==> src/rtl/alu_exec_pkg.sv <==
// Shared constants and types for the RV32IM execute stage: field widths,
// opcode/funct codes, reset/write-enable levels and the local FSM encoding.
package alu_exec_pkg;

    localparam int OPCODE_SIZE   = 7;
    localparam int FUNC3_SIZE    = 3;
    localparam int FUNC7_SIZE    = 7;
    localparam int REG_ADDR_SIZE = 5;

    localparam logic [OPCODE_SIZE-1:0] OP      = 7'b0110011;
    localparam logic [OPCODE_SIZE-1:0] OP_IMM  = 7'b0010011;
    localparam logic [OPCODE_SIZE-1:0] LUI     = 7'b0110111;
    localparam logic [OPCODE_SIZE-1:0] NOP     = 7'b0000000;

    localparam logic [FUNC7_SIZE-1:0] BASE_F7   = 7'b0000000;
    localparam logic [FUNC7_SIZE-1:0] ALT_F7    = 7'b0100000;
    localparam logic [FUNC7_SIZE-1:0] MULDIV_F7 = 7'b0000001;

    localparam logic [FUNC3_SIZE-1:0] F3_ADD  = 3'b000;
    localparam logic [FUNC3_SIZE-1:0] F3_SLL  = 3'b001;
    localparam logic [FUNC3_SIZE-1:0] F3_SLT  = 3'b010;
    localparam logic [FUNC3_SIZE-1:0] F3_SLTU = 3'b011;
    localparam logic [FUNC3_SIZE-1:0] F3_XOR  = 3'b100;
    localparam logic [FUNC3_SIZE-1:0] F3_SR   = 3'b101;
    localparam logic [FUNC3_SIZE-1:0] F3_OR   = 3'b110;
    localparam logic [FUNC3_SIZE-1:0] F3_AND  = 3'b111;

    // Reset is asserted when resetIn equals this level.
    localparam logic RESET_ACTIVE = 1'b0;
    localparam logic WRITE_ENABLE = 1'b1;

    typedef enum logic [1:0] {
        ST_IDLE = 2'd0,
        ST_BUSY = 2'd1,
        ST_DONE = 2'd2
    } alu_state_e;

    // DIV/DIVU/REM/REMU: OP with the M-extension funct7 and funct3[2] set.
    function automatic logic is_divide(
        input logic [OPCODE_SIZE-1:0] opcode,
        input logic                   func3_msb,
        input logic [FUNC7_SIZE-1:0]  func7
    );
        return (opcode == OP) && (func7 == MULDIV_F7) && func3_msb;
    endfunction

endpackage

==> src/rtl/alu_exec_divider.sv <==
// Iterative radix-2 restoring divider. Works on magnitudes and applies sign
// correction and the divide-by-zero result combinationally on the way out.
module alu_divider
    import alu_exec_pkg::*;
#(
    parameter int XLEN     = 32,
    parameter int DIV_ITER = 32
) (
    input  logic            clk,
    input  logic            resetIn,
    input  logic            start,
    input  logic            is_signed,
    input  logic [XLEN-1:0] dividend,
    input  logic [XLEN-1:0] divisor,
    input  logic            abort,
    output logic [XLEN-1:0] quotient,
    output logic [XLEN-1:0] remainder,
    output logic            last,
    output logic            done
);

    localparam int CW = $clog2(DIV_ITER + 1);

    logic [CW-1:0]   count_reg;
    logic [XLEN-1:0] quot_reg;
    logic [XLEN-1:0] rem_reg;
    logic [XLEN-1:0] divisor_reg;
    logic [XLEN-1:0] dividend_reg;
    logic            neg_q_reg;
    logic            neg_r_reg;
    logic            div_zero_reg;
    logic            done_reg;

    logic [XLEN-1:0] dividend_mag;
    logic [XLEN-1:0] divisor_mag;
    logic [XLEN:0]   shifted;
    logic            fits;
    logic [XLEN-1:0] diff_lo;

    // Operand magnitudes at start, and the trial subtraction of one step.
    always_comb begin
        dividend_mag = (is_signed && dividend[XLEN-1]) ? (~dividend + 1'b1) : dividend;
        divisor_mag  = (is_signed && divisor[XLEN-1])  ? (~divisor + 1'b1)  : divisor;
        shifted      = {rem_reg, quot_reg[XLEN-1]};
        fits         = (shifted >= {1'b0, divisor_reg});
        // The true difference is below the divisor, so the low word is exact.
        diff_lo      = shifted[XLEN-1:0] - divisor_reg;
    end

    // Load on start, then one shift-subtract step per cycle until the count runs out.
    always_ff @(posedge clk) begin
        if (resetIn == RESET_ACTIVE) begin
            count_reg    <= '0;
            quot_reg     <= '0;
            rem_reg      <= '0;
            divisor_reg  <= '0;
            dividend_reg <= '0;
            neg_q_reg    <= 1'b0;
            neg_r_reg    <= 1'b0;
            div_zero_reg <= 1'b0;
            done_reg     <= 1'b0;
        end else if (abort) begin
            count_reg <= '0;
            done_reg  <= 1'b0;
        end else if (start) begin
            count_reg    <= CW'(DIV_ITER);
            quot_reg     <= dividend_mag;
            rem_reg      <= '0;
            divisor_reg  <= divisor_mag;
            dividend_reg <= dividend;
            neg_q_reg    <= is_signed && (dividend[XLEN-1] ^ divisor[XLEN-1]);
            neg_r_reg    <= is_signed && dividend[XLEN-1];
            div_zero_reg <= (divisor == '0);
            done_reg     <= 1'b0;
        end else if (count_reg != '0) begin
            count_reg <= count_reg - 1'b1;
            quot_reg  <= {quot_reg[XLEN-2:0], fits};
            rem_reg   <= fits ? diff_lo : shifted[XLEN-1:0];
            done_reg  <= (count_reg == CW'(1));
        end else begin
            done_reg <= 1'b0;
        end
    end

    // Sign fix-up; divide by zero overrides with all-ones / original dividend.
    // Signed overflow needs no special case: the negated magnitude wraps to itself.
    always_comb begin
        quotient  = div_zero_reg ? '1 : (neg_q_reg ? (~quot_reg + 1'b1) : quot_reg);
        remainder = div_zero_reg ? dividend_reg : (neg_r_reg ? (~rem_reg + 1'b1) : rem_reg);
    end

    assign last = (count_reg == CW'(1));
    assign done = done_reg;

endmodule

==> src/rtl/alu_exec.sv <==
// Execute stage: single-cycle ALU/LUI/MUL datapath, a divide sequencer around
// alu_divider, and the registered ALU/MEM boundary.
module alu_exec
    import alu_exec_pkg::*;
#(
    parameter int XLEN     = 32,
    parameter int DIV_ITER = 32
) (
    input  logic                     clk,
    input  logic                     resetIn,
    input  logic                     flushIn,
    input  logic [XLEN-1:0]          dataAlu1,
    input  logic [XLEN-1:0]          dataAlu2,
    input  logic [XLEN-1:0]          immValueAlu,
    input  logic [OPCODE_SIZE-1:0]   ALUopcodeAlu,
    input  logic [FUNC3_SIZE-1:0]    ALUFunc3Alu,
    input  logic [FUNC7_SIZE-1:0]    ALUFunc7Alu,
    input  logic                     writeEnableAlu,
    input  logic [REG_ADDR_SIZE-1:0] writeBackAddrIn,
    output logic                     stallOut,
    output logic [XLEN-1:0]          aluResultMem,
    output logic                     writeEnableMem,
    output logic [REG_ADDR_SIZE-1:0] writeBackAddrMem
);

    localparam int SHW = $clog2(XLEN);

    alu_state_e state_reg, state_next;

    logic [XLEN-1:0]          result_reg, result_next;
    logic                     we_reg, we_next;
    logic [REG_ADDR_SIZE-1:0] addr_reg, addr_next;

    // Write-back fields of the divide in flight.
    logic                     div_rem_reg;
    logic                     div_we_reg;
    logic [REG_ADDR_SIZE-1:0] div_rd_reg;

    logic is_op, is_imm, is_lui, is_md, is_div, valid_op, rd_we;
    logic [XLEN-1:0]   op_a, op_b, alu_res, mul_res, single_res;
    logic [SHW-1:0]    shamt;
    logic              a_sx, b_sx;
    logic [2*XLEN-1:0] mul_a, mul_b, prod;

    logic            div_start, div_abort, div_last, div_done, stall;
    logic [XLEN-1:0] div_quot, div_rem;

    // Decode and operand selection.
    always_comb begin
        is_op    = (ALUopcodeAlu == OP);
        is_imm   = (ALUopcodeAlu == OP_IMM);
        is_lui   = (ALUopcodeAlu == LUI);
        is_md    = is_op && (ALUFunc7Alu == MULDIV_F7);
        is_div   = is_divide(ALUopcodeAlu, ALUFunc3Alu[2], ALUFunc7Alu);
        valid_op = is_imm || is_lui ||
                   (is_op && (ALUFunc7Alu == BASE_F7 || ALUFunc7Alu == ALT_F7 || is_md));
        rd_we    = (writeEnableAlu == WRITE_ENABLE) && (writeBackAddrIn != '0);
        op_a     = dataAlu1;
        op_b     = is_op ? dataAlu2 : immValueAlu;
        shamt    = op_b[SHW-1:0];
    end

    // RV32I integer operations; SUB only exists in the register form.
    always_comb begin
        alu_res = '0;
        case (ALUFunc3Alu)
            F3_ADD:  alu_res = (is_op && ALUFunc7Alu[5]) ? (op_a - op_b) : (op_a + op_b);
            F3_SLL:  alu_res = op_a << shamt;
            F3_SLT:  alu_res = {{(XLEN-1){1'b0}}, ($signed(op_a) < $signed(op_b))};
            F3_SLTU: alu_res = {{(XLEN-1){1'b0}}, (op_a < op_b)};
            F3_XOR:  alu_res = op_a ^ op_b;
            F3_SR:   alu_res = ALUFunc7Alu[5] ? XLEN'($signed(op_a) >>> shamt) : (op_a >> shamt);
            F3_OR:   alu_res = op_a | op_b;
            F3_AND:  alu_res = op_a & op_b;
            default: alu_res = '0;
        endcase
    end

    // Multiplier: extend operands per MULH/MULHSU/MULHU, keep the 2*XLEN product
    // modulo 2^(2*XLEN), which is exact for both halves.
    always_comb begin
        a_sx       = (ALUFunc3Alu[1:0] != 2'b11);
        b_sx       = (ALUFunc3Alu[1:0] == 2'b01);
        mul_a      = {{XLEN{a_sx & op_a[XLEN-1]}}, op_a};
        mul_b      = {{XLEN{b_sx & op_b[XLEN-1]}}, op_b};
        prod       = mul_a * mul_b;
        mul_res    = (ALUFunc3Alu[1:0] == 2'b00) ? prod[XLEN-1:0] : prod[2*XLEN-1:XLEN];
        single_res = is_lui ? op_b : (is_md ? mul_res : alu_res);
    end

    alu_divider #(
        .XLEN     (XLEN),
        .DIV_ITER (DIV_ITER)
    ) u_divider (
        .clk       (clk),
        .resetIn   (resetIn),
        .start     (div_start),
        .is_signed (~ALUFunc3Alu[0]),
        .dividend  (op_a),
        .divisor   (op_b),
        .abort     (div_abort),
        .quotient  (div_quot),
        .remainder (div_rem),
        .last      (div_last),
        .done      (div_done)
    );

    // Next-state, divider control and next values of the output registers.
    always_comb begin
        state_next  = state_reg;
        result_next = '0;
        we_next     = 1'b0;
        addr_next   = '0;
        div_start   = 1'b0;
        div_abort   = 1'b0;
        stall       = 1'b0;
        case (state_reg)
            ST_IDLE: begin
                if (!flushIn) begin
                    if (is_div) begin
                        div_start  = 1'b1;
                        stall      = 1'b1;
                        state_next = ST_BUSY;
                    end else if (valid_op) begin
                        result_next = single_res;
                        we_next     = rd_we;
                        addr_next   = writeBackAddrIn;
                    end
                end
            end
            ST_BUSY: begin
                stall = 1'b1;
                if (flushIn) begin
                    div_abort  = 1'b1;
                    state_next = ST_IDLE;
                end else if (div_last) begin
                    state_next = ST_DONE;
                end
            end
            ST_DONE: begin
                state_next = ST_IDLE;
                if (flushIn) begin
                    div_abort = 1'b1;
                end else if (div_done) begin
                    result_next = div_rem_reg ? div_rem : div_quot;
                    we_next     = div_we_reg;
                    addr_next   = div_rd_reg;
                end
            end
            default: state_next = ST_IDLE;
        endcase
    end

    // Upstream never sees a stall while reset is held.
    assign stallOut = (resetIn != RESET_ACTIVE) && stall;

    // State, held divide write-back fields and the ALU/MEM boundary registers.
    always_ff @(posedge clk) begin
        if (resetIn == RESET_ACTIVE) begin
            state_reg   <= ST_IDLE;
            result_reg  <= '0;
            we_reg      <= 1'b0;
            addr_reg    <= '0;
            div_rem_reg <= 1'b0;
            div_we_reg  <= 1'b0;
            div_rd_reg  <= '0;
        end else begin
            state_reg  <= state_next;
            result_reg <= result_next;
            we_reg     <= we_next;
            addr_reg   <= addr_next;
            if (div_start) begin
                div_rem_reg <= ALUFunc3Alu[1];
                div_we_reg  <= rd_we;
                div_rd_reg  <= writeBackAddrIn;
            end
        end
    end

    assign aluResultMem     = result_reg;
    assign writeEnableMem   = we_reg;
    assign writeBackAddrMem = addr_reg;

endmodule

==> config.mk <==
export PLATFORM = sky130hd
export DESIGN_NAME = alu_exec
export DESIGN_NICKNAME = d
export VERILOG_FILES = /design/src/rtl/alu_exec_pkg.sv /design/src/rtl/alu_exec_divider.sv /design/src/rtl/alu_exec.sv
export SDC_FILE = /design/constraint.sdc
export NUM_CORES = 2
export LEC_CHECK = 0
export CAP_MARGIN = 40
export CORE_MARGIN = 3
export CORE_UTILIZATION = 45
export CTS_BUF_LIST = sky130_fd_sc_hd__clkbuf_8
export CTS_CLUSTER_DIAMETER = 60
export DETAILED_ROUTE_END_ITERATION = 8
export PLACE_DENSITY = 0.6
export SYNTH_ARGS = -nofsm -noshare
export SYNTH_HDL_FRONTEND = slang
export SYNTH_SLANG_ARGS = --single-unit
==> constraint.sdc <==
create_clock -name clk -period 18.7 [get_ports clk]
set_input_delay 5.61 -clock clk [delete_from_list [all_inputs] [get_ports clk]]
set_output_delay 5.61 -clock clk [all_outputs]
set_load 0.03 [all_outputs]
==> results.py <==
metrics = {
    "min_path": {
        "hold_path_startpoint": "u_divider.dividend_reg[28]$_SDFFE_PN0P_",
        "holdCritPathClass": "flip-flop to flip-flop",
    },
    "floorplanning": {
        "rows": 132,
        "ios": 161,
        "initial_core_util_pct": 45.4,
        "fp.dieW_um": 368,
        "dieArea_um2": 135000,
        "core_um2": 130000,
        "fp.dieH_um": 368,
    },
    "drt": {
        "vias_per_cell": 6.13,
        "ant_nets": 0,
        "drt_iter0_markers": 6401,
        "num_vias": 55400,
        "wirelength_mm": 286,
        "wl_per_cell_um": 31.7,
        "drc": 0,
        "drt_first_pass_iters": 7,
    },
    "placed_design": {
        "dp_hpwl_mm": 226,
        "portBuffers": 160,
        "place_ws_ns": 1.94,
        "routabilityCongestion": 1.10,
    },
    "layout": {
        "layout_commonest_cell": "inv_1",
        "final_cell_mix": "inv_1 (1229), nand2_1 (1166), fa_1 (1128)",
        "layout.nets": 8873,
        "drive_above_1_share_pct": 5.11,
        "area_delta_synth_final_pct": 7.88,
    },
    "yosys": {
        "synth-main-ff-cell": "dfxtp_1",
        "synth_warnings": 0,
        "yosys.area_share.adder_pct": 45.8,
        "synthArstFlopShare_pct": 0,
        "synth-simple-area-share_pct": 15.8,
        "syn_area_per_cell_um2": 8.03,
        "synth.area.mux_share_pct": 2.87,
        "syn_nets": 8931,
        "ys_ff_latch": 185,
        "synth_edf_count": 0,
        "synth-xor-area-share_pct": 3.78,
        "synth_compound_area_share_pct": 14.3,
        "synth_area_um2": 58900,
        "synth_cell_types": 90,
        "synth_seq_area_share_pct": 6.29,
        "syn_inst": 7331,
        "synth_top_family_by_area": "adder cells",
    },
    "sta": {
        "relSlewSlack_pct": 23.3,
        "clock.fmax_ghz": 0.0612,
        "post-route-period-util_pct": 87.3,
        "final.setup.tns_ns": 0,
        "worstMarginPinSlew_ns": 1.15,
        "drv_slew": 0,
        "fin_worst_skew_ns": 0.0511,
        "finalCriticalPeriod_ns": 16.33,
        "finalWorstSetupSlack_ns": 2.37,
        "rsz0062_at_grt": "false",
        "final-setup-viol-count": 0,
        "hold_violations": 0,
    },
    "outcome": {
        "status": "finished, final reports clean",
    },
    "critical_path": {
        "required_ns": 19.21,
        "path_common_cell": "fa_1",
        "end_kind": "flip-flop",
        "r2r_start": "u_divider.rem_reg[0]$_SDFFE_PN0P_",
        "critPathMaxFanout": 48,
        "startpoint_type": "input pin",
        "critPathSlowestCell": "mux2i_4",
        "critPathMaxStageDelay_ns": 0.87,
        "cp-startpoint": "ALUopcodeAlu[0]",
        "worstPathArrival_ns": 16.84,
        "reg2reg_to": "u_divider.rem_reg[1]$_SDFFE_PN0P_",
        "r2r_cells": 13,
        "crit_type": "input pin to flip-flop",
        "rrSetupSlack_ns": 14.50,
        "endpoint": "aluResultMem[29]$_SDFF_PN0_",
    },
    "clocking": {
        "numCtsBuffers": 17,
        "root_buffer": "clkbuf_8",
        "clockBufferDepth": 2,
        "tritoncts": "done",
        "cts_sinks": 185,
        "htree_levels": 4,
        "cts_resized": 0,
        "ctsHoldBuffers": 0,
        "clk_pin_slew_ns": 0.15,
        "postCtsSetupBuffers": 0,
        "clock_latency_ns": 0.60,
    },
    "grt": {
        "track_usage_pct": 42.2,
        "grt_pass1_wl_mm": 410,
        "grt_pass1_vias": 56000,
        "grt_max_degree": 79,
        "antenna_found_initial": 19,
        "overflow": 0,
    },
    "flow_run": {
        "max_cap_viol_count": 0,
    },
}
[logic make-up after synthesis]
kind of cell	after synthesis
simple gates	2221
buf+inv	1730
fa+ha+maj	1478
compound gates	1299
xor+xnor	254
flops	185
mux	164
[Yosys cell counts, types with 29 or more instances]
cell type,count,area share (%)
o21ai_0,280,2.4
xor2_1,82,1.2
nor4_1,30,0.32
o31ai_1,38,0.48
a21boi_0,51,0.65
o221ai_1,31,0.46
o22ai_1,29,0.31
dfxtp_1,185,6.3
nand3_1,73,0.62
a211oi_1,76,0.97
nor2_1,654,4.2
nor2b_1,36,0.38
clkbuf_1,394,2.5
mux2i_1,152,2.6
xnor2_1,172,2.6
buf_1,58,0.37
a21oi_1,354,3.0
inv_1,1233,7.9
a21o_1,76,0.97
a221oi_1,41,0.61
nand4_1,33,0.35
and2_1,45,0.48
nand2_1,1169,7.5
nor3_1,61,0.52
o211ai_1,32,0.41
ha_1,350,7.4
a31oi_1,60,0.64
fa_1,1128,38
[final cells by class]
| class | count | area [um^2] |
|---|---|---|
| fill | 12900 | 66100 |
| multi-input combinational | 5416 | 48800 |
| inverter | 1255 | 4710 |
| timing repair buffer | 398 | 3720 |
| sequential | 185 | 3700 |
| tap | 1742 | 2180 |
| clock buffer | 18 | 248 |
| clock inverter | 14 | 170 |
| antenna | 8 | 20.0 |
[worst min-delay path by stage]
| stage | depth (start not counted) | to |
|---|---|---|
| CTS | 2 | u_divider.dividend_reg[13]$_SDFFE_PN0P_ |
| global placement | 2 | u_divider.dividend_reg[24]$_SDFFE_PN0P_ |
| detailed placement | 2 | u_divider.dividend_reg[9]$_SDFFE_PN0P_ |
| finish | 2 | u_divider.dividend_reg[28]$_SDFFE_PN0P_ |
| floorplan | 2 | writeEnableMem$_SDFF_PN0_ |
| global route | 2 | u_divider.neg_q_reg$_SDFFE_PN0P_ |
[critical path, delay by kind of cell]
family	cells	cell delay [ns]
mux	2	1.05
compound gates	9	3.14
buf+inv	10	2.05
fa+ha+maj	9	4.28
simple gates	4	0.67
[through the flow]
step | instance area (um^2) | hold WS [ns] | util (%) | instances
finish | 63500 | 0.472 | 49.0 | 9036
global route | 63500 | 0.493 | 49.0 | 9029
CTS | 63400 | 0.473 | 48.9 | 9019
detailed placement | 63000 | 0.458 | 48.6 | 8987
global placement | 62300 | 0.448 | 48.1 | 8953
floorplan | 58900 | 0.437 | - | 7331
[per-layer routing]
layer | vias to the layer above | track usage [%] | part of all wire (%)
met3 | 776 | 10.3 | 10
met1 | 28100 | 55.0 | 39
met2 | 3356 | 63.1 | 43
met5 | - | 0 | 0.020
met4 | 10 | 26.9 | 7.8
li1 | 23200 | - | -
Power is not shown: default switching activity piles up to over one toggle a cycle in this logic, so the estimate is an artifact.
